--- src/rtl/draw_player_pkg.sv ---
// Purpose: shared VGA constants/types and draw_player local types.
// Latency: n/a (types and constants only).
// Backpressure: n/a.
package vga_pkg;

    localparam int HOR_PIXELS = 800;
    localparam int VER_PIXELS = 600;

    typedef logic [11:0] pos_t;

    // Colour key used by sprite ROMs to mark see-through pixels.
    localparam logic [11:0] TRANSPARENT_RGB = 12'h0_f_0;

endpackage

package draw_player_pkg;

    import vga_pkg::*;

    typedef enum logic {
        ANIM_IDLE = 1'b0,
        ANIM_WALK = 1'b1
    } anim_state_t;

    // One registered copy of every timing/colour field of the stream.
    typedef struct packed {
        pos_t        vcount;
        logic        vsync;
        logic        vblnk;
        pos_t        hcount;
        logic        hsync;
        logic        hblnk;
        logic [11:0] rgb;
    } vga_sig_t;

    localparam logic [11:0] BBOX_RGB = 12'hf_0_0;

    function automatic pos_t clamp_pos(input pos_t p, input pos_t lim);
        return (p > lim) ? lim : p;
    endfunction

endpackage

--- src/rtl/draw_player_if.sv ---
// Purpose: VGA pixel stream bundle (counters, syncs, blanks, colour).
// Latency: n/a (wiring only).
// Backpressure: none; the stream advances every pixel clock.
// Modports: master drives the stream, slave consumes it.
interface vga_if;
    import vga_pkg::*;

    pos_t        vcount;
    logic        vsync;
    logic        vblnk;
    pos_t        hcount;
    logic        hsync;
    logic        hblnk;
    logic [11:0] rgb;

    modport master (output vcount, vsync, vblnk, hcount, hsync, hblnk, rgb);
    modport slave  (input  vcount, vsync, vblnk, hcount, hsync, hblnk, rgb);
endinterface

--- src/rtl/draw_player_anim_fsm.sv ---
// Purpose: walk-animation sequencer, stepped once per video frame.
// Latency: frame index updates on the clock after frame_tick.
// Backpressure: none.
// Ports: clk, rst (sync, active-high), frame_tick (one pulse per frame),
//        moved (position changed at this tick), frame (sprite frame index).
module player_anim_fsm
    import draw_player_pkg::*;
#(
    parameter int NFRAMES  = 4,
    parameter int ANIM_DIV = 8,
    parameter int FW       = $clog2(NFRAMES)
) (
    input  logic          clk,
    input  logic          rst,
    input  logic          frame_tick,
    input  logic          moved,
    output logic [FW-1:0] frame
);

    localparam int CW = $clog2(ANIM_DIV + 1);

    anim_state_t   state_q, state_d;
    logic [FW-1:0] frame_q, frame_d;
    logic [CW-1:0] anim_q,  anim_d;
    logic [CW-1:0] still_q, still_d;

    always_ff @(posedge clk) begin
        if (rst) begin
            state_q <= ANIM_IDLE;
            frame_q <= '0;
            anim_q  <= '0;
            still_q <= '0;
        end else begin
            state_q <= state_d;
            frame_q <= frame_d;
            anim_q  <= anim_d;
            still_q <= still_d;
        end
    end

    always_comb begin
        state_d = state_q;
        frame_d = frame_q;
        anim_d  = anim_q;
        still_d = still_q;
        if (frame_tick) begin
            case (state_q)
                ANIM_IDLE: begin
                    frame_d = '0;
                    anim_d  = '0;
                    still_d = '0;
                    if (moved) state_d = ANIM_WALK;
                end
                ANIM_WALK: begin
                    still_d = moved ? '0 : still_q + CW'(1);
                    if (!moved && still_q == CW'(ANIM_DIV - 1)) begin
                        // ANIM_DIV static frames in a row: back to idle pose.
                        state_d = ANIM_IDLE;
                        frame_d = '0;
                        anim_d  = '0;
                        still_d = '0;
                    end else if (anim_q == CW'(ANIM_DIV - 1)) begin
                        anim_d  = '0;
                        // Frame 0 is the idle pose, so the walk cycle skips it.
                        frame_d = (frame_q == FW'(NFRAMES - 1)) ? FW'(1) : frame_q + FW'(1);
                    end else begin
                        anim_d  = anim_q + CW'(1);
                    end
                end
                default: state_d = ANIM_IDLE;
            endcase
        end
    end

    always_comb begin
        frame = (state_q == ANIM_IDLE) ? '0 : frame_q;
    end

endmodule

--- src/rtl/draw_player.sv ---
// Purpose: overlays an animated WIDTH x HEIGHT player sprite on a VGA stream.
// Latency: exactly 2 clk on every vga_out field; rom_addr is 1 clk after vga_in.
// Backpressure: none; one pixel per clk in and out.
// Ports: clk, rst (sync, active-high), vga_in (background), vga_out (overlaid),
//        xpos/ypos (sprite top-left request), rom_addr/rom_pixel (sprite ROM).
// Option: define DRAW_PLAYER_BBOX_EN to paint a 1-pixel red border on the sprite box.
module draw_player
    import vga_pkg::*;
    import draw_player_pkg::*;
#(
    parameter int          WIDTH       = 32,
    parameter int          HEIGHT      = 48,
    parameter int          NFRAMES     = 4,
    parameter int          ANIM_DIV    = 8,
    parameter logic [11:0] TRANSPARENT = TRANSPARENT_RGB,
    parameter int          ADDR_WIDTH  = 13
) (
    input  logic                  clk,
    input  logic                  rst,
    vga_if.slave                  vga_in,
    vga_if.master                 vga_out,
    input  pos_t                  xpos,
    input  pos_t                  ypos,
    output logic [ADDR_WIDTH-1:0] rom_addr,
    input  logic [11:0]           rom_pixel
);

    localparam int   FW    = $clog2(NFRAMES);
    localparam int   AW    = ADDR_WIDTH;
    localparam pos_t X_MAX = pos_t'(HOR_PIXELS - WIDTH);
    localparam pos_t Y_MAX = pos_t'(VER_PIXELS - HEIGHT);

    // ---------------- position latch (once per frame) ----------------
    logic          vblnk_prev;
    logic          frame_tick;
    pos_t          x_q, y_q, x_new, y_new;
    logic          moved;
    logic [FW-1:0] frame;

    assign frame_tick = vga_in.vblnk & ~vblnk_prev;
    assign x_new      = clamp_pos(xpos, X_MAX);
    assign y_new      = clamp_pos(ypos, Y_MAX);
    assign moved      = (x_new != x_q) || (y_new != y_q);

    always_ff @(posedge clk) begin
        if (rst) begin
            vblnk_prev <= 1'b0;
            x_q        <= '0;
            y_q        <= '0;
        end else begin
            vblnk_prev <= vga_in.vblnk;
            if (frame_tick) begin
                x_q <= x_new;
                y_q <= y_new;
            end
        end
    end

    player_anim_fsm #(
        .NFRAMES  (NFRAMES),
        .ANIM_DIV (ANIM_DIV),
        .FW       (FW)
    ) u_anim (
        .clk        (clk),
        .rst        (rst),
        .frame_tick (frame_tick),
        .moved      (moved),
        .frame      (frame)
    );

    // ---------------- stage 1: box test and ROM address ----------------
    // Box ends are computed one bit wider so the compare can never wrap.
    logic [12:0]   x_end, y_end;
    logic          in_box;
    logic [AW-1:0] addr_next;
    vga_sig_t      s1;
    logic          in_box_d;

    assign x_end  = {1'b0, x_q} + 13'(WIDTH - 1);
    assign y_end  = {1'b0, y_q} + 13'(HEIGHT - 1);
    assign in_box = (vga_in.hcount >= x_q) && ({1'b0, vga_in.hcount} <= x_end) &&
                    (vga_in.vcount >= y_q) && ({1'b0, vga_in.vcount} <= y_end);
    assign addr_next = AW'(frame) * AW'(WIDTH * HEIGHT)
                     + AW'(vga_in.vcount - y_q) * AW'(WIDTH)
                     + AW'(vga_in.hcount - x_q);

`ifdef DRAW_PLAYER_BBOX_EN
    logic border, border_d;
    assign border = in_box &&
                    ((vga_in.hcount == x_q) || (vga_in.hcount == x_end[11:0]) ||
                     (vga_in.vcount == y_q) || (vga_in.vcount == y_end[11:0]));

    always_ff @(posedge clk) begin
        if (rst) border_d <= 1'b0;
        else     border_d <= border;
    end
`endif

    always_ff @(posedge clk) begin
        if (rst) begin
            s1       <= '0;
            in_box_d <= 1'b0;
            rom_addr <= '0;
        end else begin
            s1       <= '{vcount: vga_in.vcount, vsync: vga_in.vsync, vblnk: vga_in.vblnk,
                          hcount: vga_in.hcount, hsync: vga_in.hsync, hblnk: vga_in.hblnk,
                          rgb: vga_in.rgb};
            in_box_d <= in_box;
            if (in_box) rom_addr <= addr_next;
        end
    end

    // ---------------- stage 2: colour select ----------------
    logic [11:0] pix;

    always_comb begin
        pix = s1.rgb;
        if (in_box_d && !s1.hblnk && !s1.vblnk) begin
`ifdef DRAW_PLAYER_BBOX_EN
            if (border_d)                       pix = BBOX_RGB;
            else if (rom_pixel != TRANSPARENT)  pix = rom_pixel;
`else
            if (rom_pixel != TRANSPARENT)       pix = rom_pixel;
`endif
        end
    end

    always_ff @(posedge clk) begin
        if (rst) begin
            vga_out.vcount <= '0;
            vga_out.vsync  <= 1'b0;
            vga_out.vblnk  <= 1'b0;
            vga_out.hcount <= '0;
            vga_out.hsync  <= 1'b0;
            vga_out.hblnk  <= 1'b0;
            vga_out.rgb    <= '0;
        end else begin
            vga_out.vcount <= s1.vcount;
            vga_out.vsync  <= s1.vsync;
            vga_out.vblnk  <= s1.vblnk;
            vga_out.hcount <= s1.hcount;
            vga_out.hsync  <= s1.hsync;
            vga_out.hblnk  <= s1.hblnk;
            vga_out.rgb    <= pix;
        end
    end

endmodule

--- src/flat_wrapper.sv ---
// flat-port wrapper written by rule: the top's interface ports become plain ports
module draw_player_flat import vga_pkg::*; import draw_player_pkg::*;
#(
    parameter int          WIDTH       = 32,
    parameter int          HEIGHT      = 48,
    parameter int          NFRAMES     = 4,
    parameter int          ANIM_DIV    = 8,
    parameter logic [11:0] TRANSPARENT = TRANSPARENT_RGB,
    parameter int          ADDR_WIDTH  = 13
)
  (clk, rst, xpos, ypos, rom_addr, rom_pixel, vga_in_vcount, vga_in_vsync, vga_in_vblnk, vga_in_hcount, vga_in_hsync, vga_in_hblnk, vga_in_rgb, vga_out_vcount, vga_out_vsync, vga_out_vblnk, vga_out_hcount, vga_out_hsync, vga_out_hblnk, vga_out_rgb);
  vga_if vga_in_i ();
  vga_if vga_out_i ();
  input  logic clk;
  input  logic rst;
  input  pos_t xpos;
  input  pos_t ypos;
  output logic [ADDR_WIDTH-1:0] rom_addr;
  input  logic [11:0] rom_pixel;
  input wire logic [$bits(vga_in_i.vcount)-1:0] vga_in_vcount;
  input wire logic [$bits(vga_in_i.vsync)-1:0] vga_in_vsync;
  input wire logic [$bits(vga_in_i.vblnk)-1:0] vga_in_vblnk;
  input wire logic [$bits(vga_in_i.hcount)-1:0] vga_in_hcount;
  input wire logic [$bits(vga_in_i.hsync)-1:0] vga_in_hsync;
  input wire logic [$bits(vga_in_i.hblnk)-1:0] vga_in_hblnk;
  input wire logic [$bits(vga_in_i.rgb)-1:0] vga_in_rgb;
  output wire logic [$bits(vga_out_i.vcount)-1:0] vga_out_vcount;
  output wire logic [$bits(vga_out_i.vsync)-1:0] vga_out_vsync;
  output wire logic [$bits(vga_out_i.vblnk)-1:0] vga_out_vblnk;
  output wire logic [$bits(vga_out_i.hcount)-1:0] vga_out_hcount;
  output wire logic [$bits(vga_out_i.hsync)-1:0] vga_out_hsync;
  output wire logic [$bits(vga_out_i.hblnk)-1:0] vga_out_hblnk;
  output wire logic [$bits(vga_out_i.rgb)-1:0] vga_out_rgb;
  assign vga_in_i.vcount = vga_in_vcount;
  assign vga_in_i.vsync = vga_in_vsync;
  assign vga_in_i.vblnk = vga_in_vblnk;
  assign vga_in_i.hcount = vga_in_hcount;
  assign vga_in_i.hsync = vga_in_hsync;
  assign vga_in_i.hblnk = vga_in_hblnk;
  assign vga_in_i.rgb = vga_in_rgb;
  assign vga_out_vcount = vga_out_i.vcount;
  assign vga_out_vsync = vga_out_i.vsync;
  assign vga_out_vblnk = vga_out_i.vblnk;
  assign vga_out_hcount = vga_out_i.hcount;
  assign vga_out_hsync = vga_out_i.hsync;
  assign vga_out_hblnk = vga_out_i.hblnk;
  assign vga_out_rgb = vga_out_i.rgb;
  draw_player #(.WIDTH(WIDTH), .HEIGHT(HEIGHT), .NFRAMES(NFRAMES), .ANIM_DIV(ANIM_DIV), .TRANSPARENT(TRANSPARENT), .ADDR_WIDTH(ADDR_WIDTH)) u_core (.clk(clk), .rst(rst), .vga_in(vga_in_i), .vga_out(vga_out_i), .xpos(xpos), .ypos(ypos), .rom_addr(rom_addr), .rom_pixel(rom_pixel));
endmodule
--- config.mk ---
export PLATFORM = sky130hd
export DESIGN_NAME = draw_player_flat
export DESIGN_NICKNAME = d
export VERILOG_FILES = /design/src/rtl/draw_player_pkg.sv /design/src/rtl/draw_player_if.sv /design/src/rtl/draw_player_anim_fsm.sv /design/src/rtl/draw_player.sv /design/src/flat_wrapper.sv
export SDC_FILE = /design/constraint.sdc
export NUM_CORES = 1
export LEC_CHECK = 0
export ABC_CLOCK_PERIOD_IN_PS = 3950
export CAP_MARGIN = 30
export CORE_UTILIZATION = 30
export CTS_BUF_LIST = sky130_fd_sc_hd__clkbuf_4 sky130_fd_sc_hd__clkbuf_8 sky130_fd_sc_hd__clkbuf_16
export CTS_CLUSTER_SIZE = 16
export DETAILED_ROUTE_END_ITERATION = 16
export PLACE_DENSITY_LB_ADDON = 0.3
export SYNTH_ARGS = -nofsm -noshare
export SYNTH_HDL_FRONTEND = slang
export SYNTH_SLANG_ARGS = --single-unit
--- constraint.sdc ---
create_clock -name clk -period 3.95 [get_ports clk]
set_input_delay 0.79 -clock clk [delete_from_list [all_inputs] [get_ports clk]]
set_output_delay 0.79 -clock clk [all_outputs]
set_load 0.02 [all_outputs]
# ---- Word-level counts from Yosys, hierarchy flattened
# Index checks and enable logic that the tools add are counted.
# W data, S select, Z words.
dict set report op_classes {
  add_sub_neg 9
  mux 18
  reduce_logical 11
  mul 1
  n_bitwise 3
  eq_ne 7
  magnitude_cmp 6
}
# cell n
set ops {}
lappend ops {{$mux W12} 4}
lappend ops {{$add A13 B13 Y13} 2}
lappend ops {{$le A12 B13 Y1} 2}
lappend ops {{$ge A12 B12 Y1} 2}
lappend ops {{$gt A12 B10 Y1 const B} 2}
lappend ops {{$ne A12 B12 Y1} 2}
lappend ops {{$mux W4} 4}
lappend ops {{$pmux W4 S2} 2}
lappend ops {{$add A12 B5 Y13 const B} 1}
lappend ops {{$add A12 B6 Y13 const B} 1}
lappend ops {{$sub A12 B12 Y13} 1}
lappend ops {{$ne A12 B8 Y1 const B} 1}
lappend ops {{$add A4 B1 Y4 const B} 2}
lappend ops {{$eq A4 B3 Y1 const B} 2}
lappend ops {{$mux W2} 4}
lappend ops {{$sub A8 B8 Y8} 1}
lappend ops {{$logic_and A1 B1 Y1} 6}
lappend ops {{$mul A2 B2 Y4 const B} 1}
lappend ops {{$pmux W2 S2} 1}
lappend ops {{$logic_not A1 Y1} 3}
lappend ops {{$ne A3 B1 Y1 const B} 1}
lappend ops {{$add A2 B1 Y2 const B} 1}
lappend ops {{$eq A2 B2 Y1 const B} 1}
lappend ops {{$mux W1} 2}
lappend ops {{5 further kinds} 6}
dict set report word_totals {
  out_inout_bits 53
  wordCells 77
  regBits 129
}

# ---- Logic depth before layout (Yosys ltp)
dict set report logic_depth {
  ltp_word 8
  mapped_depth 18
  ltp_nobuf 18
}

# ---- By module
# A second synthesis with hierarchy kept.
dict set report unflattened {
  cells_unflattened 769
  area_unflattened_um2 7071.8
}
# mod seq_area_each_um2 cells_each instances area_per_inst_um2
set modules_own_cells {}
lappend modules_own_cells {draw_player 2362.3 707 1 6518.8}
lappend modules_own_cells {player_anim_fsm 220.2 62 1 553.0}

# ---- Worst setup path before layout
# Ideal clock, no wire load.
dict set report synth_timing {
  path_kind {input to register}
  startpoint {input vga_in_vcount[0]}
  endpoint {register u_core.rom_addr[12]}
  setup_time_ns 0.086
  path_slack_ns -0.339
  arrival_ns 4.203
  path_stages 17
  t_required_ns 3.864
  path_cell_list {inv_1 ha_1 inv_1 fa_1 a21o_1 a21o_1 a21o_1 a21oi_1 xor2_1 fa_1 fa_1 inv_1 ha_1 a21oi_1 nand2_1 xnor2_1 a211oi_1}
}
dict set report synth_via {
  elab_chain_cells 3
  elab_cells_between_ends 7
  classes_between {3 x add/sub; 2 x order compare; 2 x reduce/logical}
}
# element line
set synth_lines {}
lappend synth_lines {{start: declaration} flat_wrapper.sv:20} ;# input wire logic [$bits(vga_in_i.vcount)-1:0] vga_in_vcount;
lappend synth_lines {{$sub A8 B8 Y8 or $ge A12 B12 Y1 (tied branches)} {draw_player.sv:84, draw_player.sv:82}}
lappend synth_lines {{$add A13 B13 Y13 or $logic_and A1 B1 Y1 (tied branches)} {draw_player.sv:84, draw_player.sv:81}}
lappend synth_lines {{$add A13 B13 Y13 or $logic_and A1 B1 Y1 (tied branches)} {draw_player.sv:85, draw_player.sv:82}}
lappend synth_lines {{end signal: assignment} draw_player.sv:109} ;# if (in_box) rom_addr <= addr_next;
lappend synth_lines {{end: declaration} draw_player.sv:24} ;# output logic [ADDR_WIDTH-1:0] rom_addr,
# Parallel ways exist; a longest one is shown, timed or not.
# A chain may end at the register's enable or synchronous reset.

# ---- Final worst setup path
dict set report layout_timing {
  startpoint {input vga_in_vcount[3]}
  endpoint {register u_core.rom_addr[12]}
}
# Same word-level chain as after synthesis.

==> load_flow_metrics.sql <==
INSERT INTO impl_metrics (metric_group, metric, value, unit) VALUES
('status', 'run_status', 'finished, final reports clean', ''),
('grt', 'wire_length_of_the_first_global_routing_pass', '30700', 'µm'),
('worst_setup_path', 'worst-path-max-fanout', '4', ''),
('min_path', 'min_path_type', 'flop to flop', ''),
('drt', 'route.vias.total', '6136', ''),
('timing', 'timing.final.crit_period', '3900', 'ps'),
('min_path', 'whs_endpoint', 'u_core.vga_out.vcount[4]$_SDFF_PP0_', ''),
('grt', 'global_route.peak_usage_layer', 'met2', ''),
('grt', 'globalRouteOverflowTotal', '0', ''),
('pwr', 'power_switching', '1.15', 'mW'),
('drt', 'postRouteWirelength', '19200', 'µm'),
('drt', 'routed_wire_length_per_instance', '14.8', 'µm'),
('timing', 'fmax', '0.257', 'GHz'),
('pwr', 'cell_leakage_power', '3.84', 'nW'),
('timing', 'layout_worst_path_cycle_share', '98.7', '%'),
('pwr', 'share_seq_of_total_power', '35.7', '%'),
('floorplan', 'io_pins', '131', ''),
('finish', 'most_frequent_cells_in_the_layout', 'sky130_fd_sc_hd__dfxtp_1, sky130_fd_sc_hd__clkdlybuf4s50_1, sky130_fd_sc_hd__ha_1, sky130_fd_sc_hd__nor2b_1, sky130_fd_sc_hd__a21oi_1', ''),
('worst_setup_path', 'crit_path_end_kind', 'flop', ''),
('logic_synthesis', 'async_flop_share', '0', '%'),
('clock_network', 'cts_htree_levels', '4', ''),
('worst_setup_path', 'cp_data_required_time', '4270', 'ps'),
('grt', 'grt_pass1_vias', '5946', ''),
('finish', 'layout.nets', '1128', ''),
('placed_design', 'post-dp-hpwl', '14900', 'µm'),
('logic_synthesis', 'mappedNetlistArea', '0.00720', 'mm²'),
('placed_design', 'place_ws', '-679', 'ps'),
('timing', 'hold_viol', '0', ''),
('floorplan', 'rows', '56', ''),
('logic_synthesis', 'synth_top_area_cell', 'sky130_fd_sc_hd__dfxtp_1', ''),
('worst_setup_path', 'critPathArrivalTime', '4220', 'ps'),
('pwr', 'power_density_over_the_cells', '399', 'mW/mm²'),
('finish', 'final_cells', '1295', ''),
('clock_network', 'cts_num_sinks', '129', ''),
('finish', 'final_core_utilization', '41.4', '%'),
('logic_synthesis', 'syn-instance-count', '810', ''),
('worst_setup_path', 'critPathKind', 'input port to flop', ''),
('drt', 'drtPass1Iterations', '5', ''),
('clock_network', 'clk-insertion-delay-late', '420', 'ps'),
('timing', 'finalHoldWorstSlack', '431', 'ps'),
('grt', 'largest_net_degree_at_the_start_of_global_routing', '89', ''),
('finish', 'final_cell_area', '0.00972', 'mm²'),
('logic_synthesis', 'yosysSeqAreaShare', '35.9', '%'),
('grt', 'grt.total_usage', '16.2', '%'),
('logic_synthesis', 'synth_flop_cell', 'sky130_fd_sc_hd__dfxtp_1', ''),
('placed_design', 'numPortBuffers', '130', ''),
('grt', 'met2_track_demand_over_resource_in_global_routing', '25.0', '%'),
('min_path', 'min_path_cells', '1', ''),
('worst_setup_path', 'ff2ff_setup_slack', '130', 'ps'),
('floorplan', 'die_x', '157', 'µm'),
('worst_setup_path', 'setup.worst_path.start_class', 'input port', ''),
('finish', 'drive_gt1_share', '10.1', '%'),
('logic_synthesis', 'synthesis.yosys.warnings', '0', ''),
('placed_design', 'gp_congestion', '0.879', ''),
('floorplan', 'die_area', '0.0246', 'mm²'),
('worst_setup_path', 'r2r_endpoint', 'u_core.rom_addr[12]$_SDFFE_PP0P_', ''),
('clock_network', 'cts_inserted_buffers', '17', ''),
('logic_synthesis', 'syn-mean-instance-area', '8.88', 'µm²'),
('grt', 'grtUsageMet3', '2.91', '%'),
('clock_network', 'clkSlewWorstSetupHoldPaths', '60', 'ps'),
('pwr', 'clock_power_share', '40.5', '%'),
('timing', 'max_slew.worst_pin.slew', '784', 'ps'),
('pwr', 'switching_power_as_a_share_of_total_power', '29.7', '%'),
('grt', 'antenna_found_initial', '0', ''),
('flow_run', 'drv.max_cap_violation_count', '0', ''),
('drt', 'drt_drc_violations_left', '0', ''),
('logic_synthesis', 'area_share_of_the_largest_cell_type_after_synthesis', '35.9', '%'),
('drt', 'drt_iter0_drc', '328', ''),
('timing', 'totalNegativeSetupSlack', '0', 'ps'),
('clock_network', 'cts_tree', 'built', ''),
('clock_network', 'cts_root_buffer', 'sky130_fd_sc_hd__clkbuf_16', '');
## power by group through the flow
stage	clock, mW	sequential [mW]	combinational [mW]
floorplan	0	1.44	0.524
global placement	0	1.41	0.884
detailed placement	0	1.41	0.891
CTS	1.62	1.38	0.902
global route	1.67	1.39	1.02
finish	1.57	1.38	0.923
## flip-flops by register name, summed over array words and instances, names as in the netlist
signal,cells
u_core.in_box_d,1
u_core.rom_addr,13
u_core.s1,40
u_core.u_anim.anim_q,4
u_core.u_anim.frame_q,2
u_core.u_anim.state_q,1
u_core.u_anim.still_q,4
u_core.vga_out.hblnk,1
u_core.vga_out.hcount,12
u_core.vga_out.hsync,1
u_core.vga_out.rgb,12
u_core.vga_out.vblnk,1
u_core.vga_out.vcount,12
u_core.vga_out.vsync,1
u_core.x_q,12
u_core.y_q,12
## cells in the mapped netlist (6+ instances only)
master / number
sky130_fd_sc_hd__dfxtp_1: 129
sky130_fd_sc_hd__ha_1: 73
sky130_fd_sc_hd__nor2b_1: 69
sky130_fd_sc_hd__a21oi_1: 58
sky130_fd_sc_hd__inv_1: 56
sky130_fd_sc_hd__nor2_1: 54
sky130_fd_sc_hd__nand2_1: 49
sky130_fd_sc_hd__xnor2_1: 41
sky130_fd_sc_hd__nand3_1: 37
sky130_fd_sc_hd__o21ai_0: 29
sky130_fd_sc_hd__clkbuf_1: 25
sky130_fd_sc_hd__nor3_1: 15
sky130_fd_sc_hd__fa_1: 14
sky130_fd_sc_hd__a21o_1: 12
sky130_fd_sc_hd__nand2b_1: 9
sky130_fd_sc_hd__nand4_1: 9
sky130_fd_sc_hd__a211oi_1: 8
sky130_fd_sc_hd__mux2i_1: 8
sky130_fd_sc_hd__o211ai_1: 8
sky130_fd_sc_hd__buf_1: 7
sky130_fd_sc_hd__a22oi_1: 6
sky130_fd_sc_hd__and3_1: 6
## worst max-delay path: stages
cell	delay, ps
sky130_fd_sc_hd__clkdlybuf4s50_1	600
sky130_fd_sc_hd__ha_4	260
sky130_fd_sc_hd__a21o_1	180
sky130_fd_sc_hd__a21o_1	190
sky130_fd_sc_hd__a21oi_2	140
sky130_fd_sc_hd__xor2_1	200
sky130_fd_sc_hd__fa_1	470
sky130_fd_sc_hd__fa_1	560
sky130_fd_sc_hd__inv_2	50
sky130_fd_sc_hd__ha_4	240
sky130_fd_sc_hd__a21oi_2	110
sky130_fd_sc_hd__nand2_1	70
sky130_fd_sc_hd__xnor2_1	120
sky130_fd_sc_hd__a211oi_1	230
## cell families after synthesis
| logic type | count (synthesis) | share of synthesized area, % |
|---|---|---|
| and+or+nand+nor | 281 | 20.7 |
| muxes | 8 | 1.11 |
| DFF | 129 | 35.9 |
| adders and majority gates | 87 | 16.6 |
| xor gates and xnor gates | 46 | 5.60 |
| buffers and inverters | 90 | 4.82 |
| AOI/OAI and AO/OA | 169 | 15.3 |
## routing by layer
metal  up-vias  wire length [µm]  share of wire [%]
met5         -                 0                  0
met4         0               221                1.2
met3        16               768                4.0
met2       126              8550                 45
met1      2857              9630                 50
li1       3137                 -                  -
## cell type report
cell class	count	area [µm²]
fill	2368	13800
multi-input combinational	591	4340
sequential	129	2580
timing repair buffer	168	1600
clock buffer	17	425
tap	319	399
inverter	56	215
clock inverter	15	161
## worst max path at each step
stage / startpoint / to / slack (ps) / cells after the start
floorplan: vga_in_vcount[0] / u_core.rom_addr[12]$_SDFFE_PP0P_ / 10 / 17
global placement: vga_in_vcount[0] / u_core.rom_addr[11]$_SDFFE_PP0P_ / -570 / 18
detailed placement: vga_in_vcount[0] / u_core.rom_addr[12]$_SDFFE_PP0P_ / -680 / 19
CTS: vga_in_vcount[0] / u_core.rom_addr[12]$_SDFFE_PP0P_ / 20 / 18
global route: vga_in_vcount[0] / u_core.rom_addr[12]$_SDFFE_PP0P_ / -70 / 18
finish: vga_in_vcount[3] / u_core.rom_addr[12]$_SDFFE_PP0P_ / 50 / 14
## what timing repair did
item / CTS / global route
hold buffers: 0 / 0
gates resized for setup: 6 / 16
endpoints found under the setup margin: 3 / 3
buffers inserted: 1 / 1
pin swaps: 2 / 13
(Power assumes the default switching activity.)
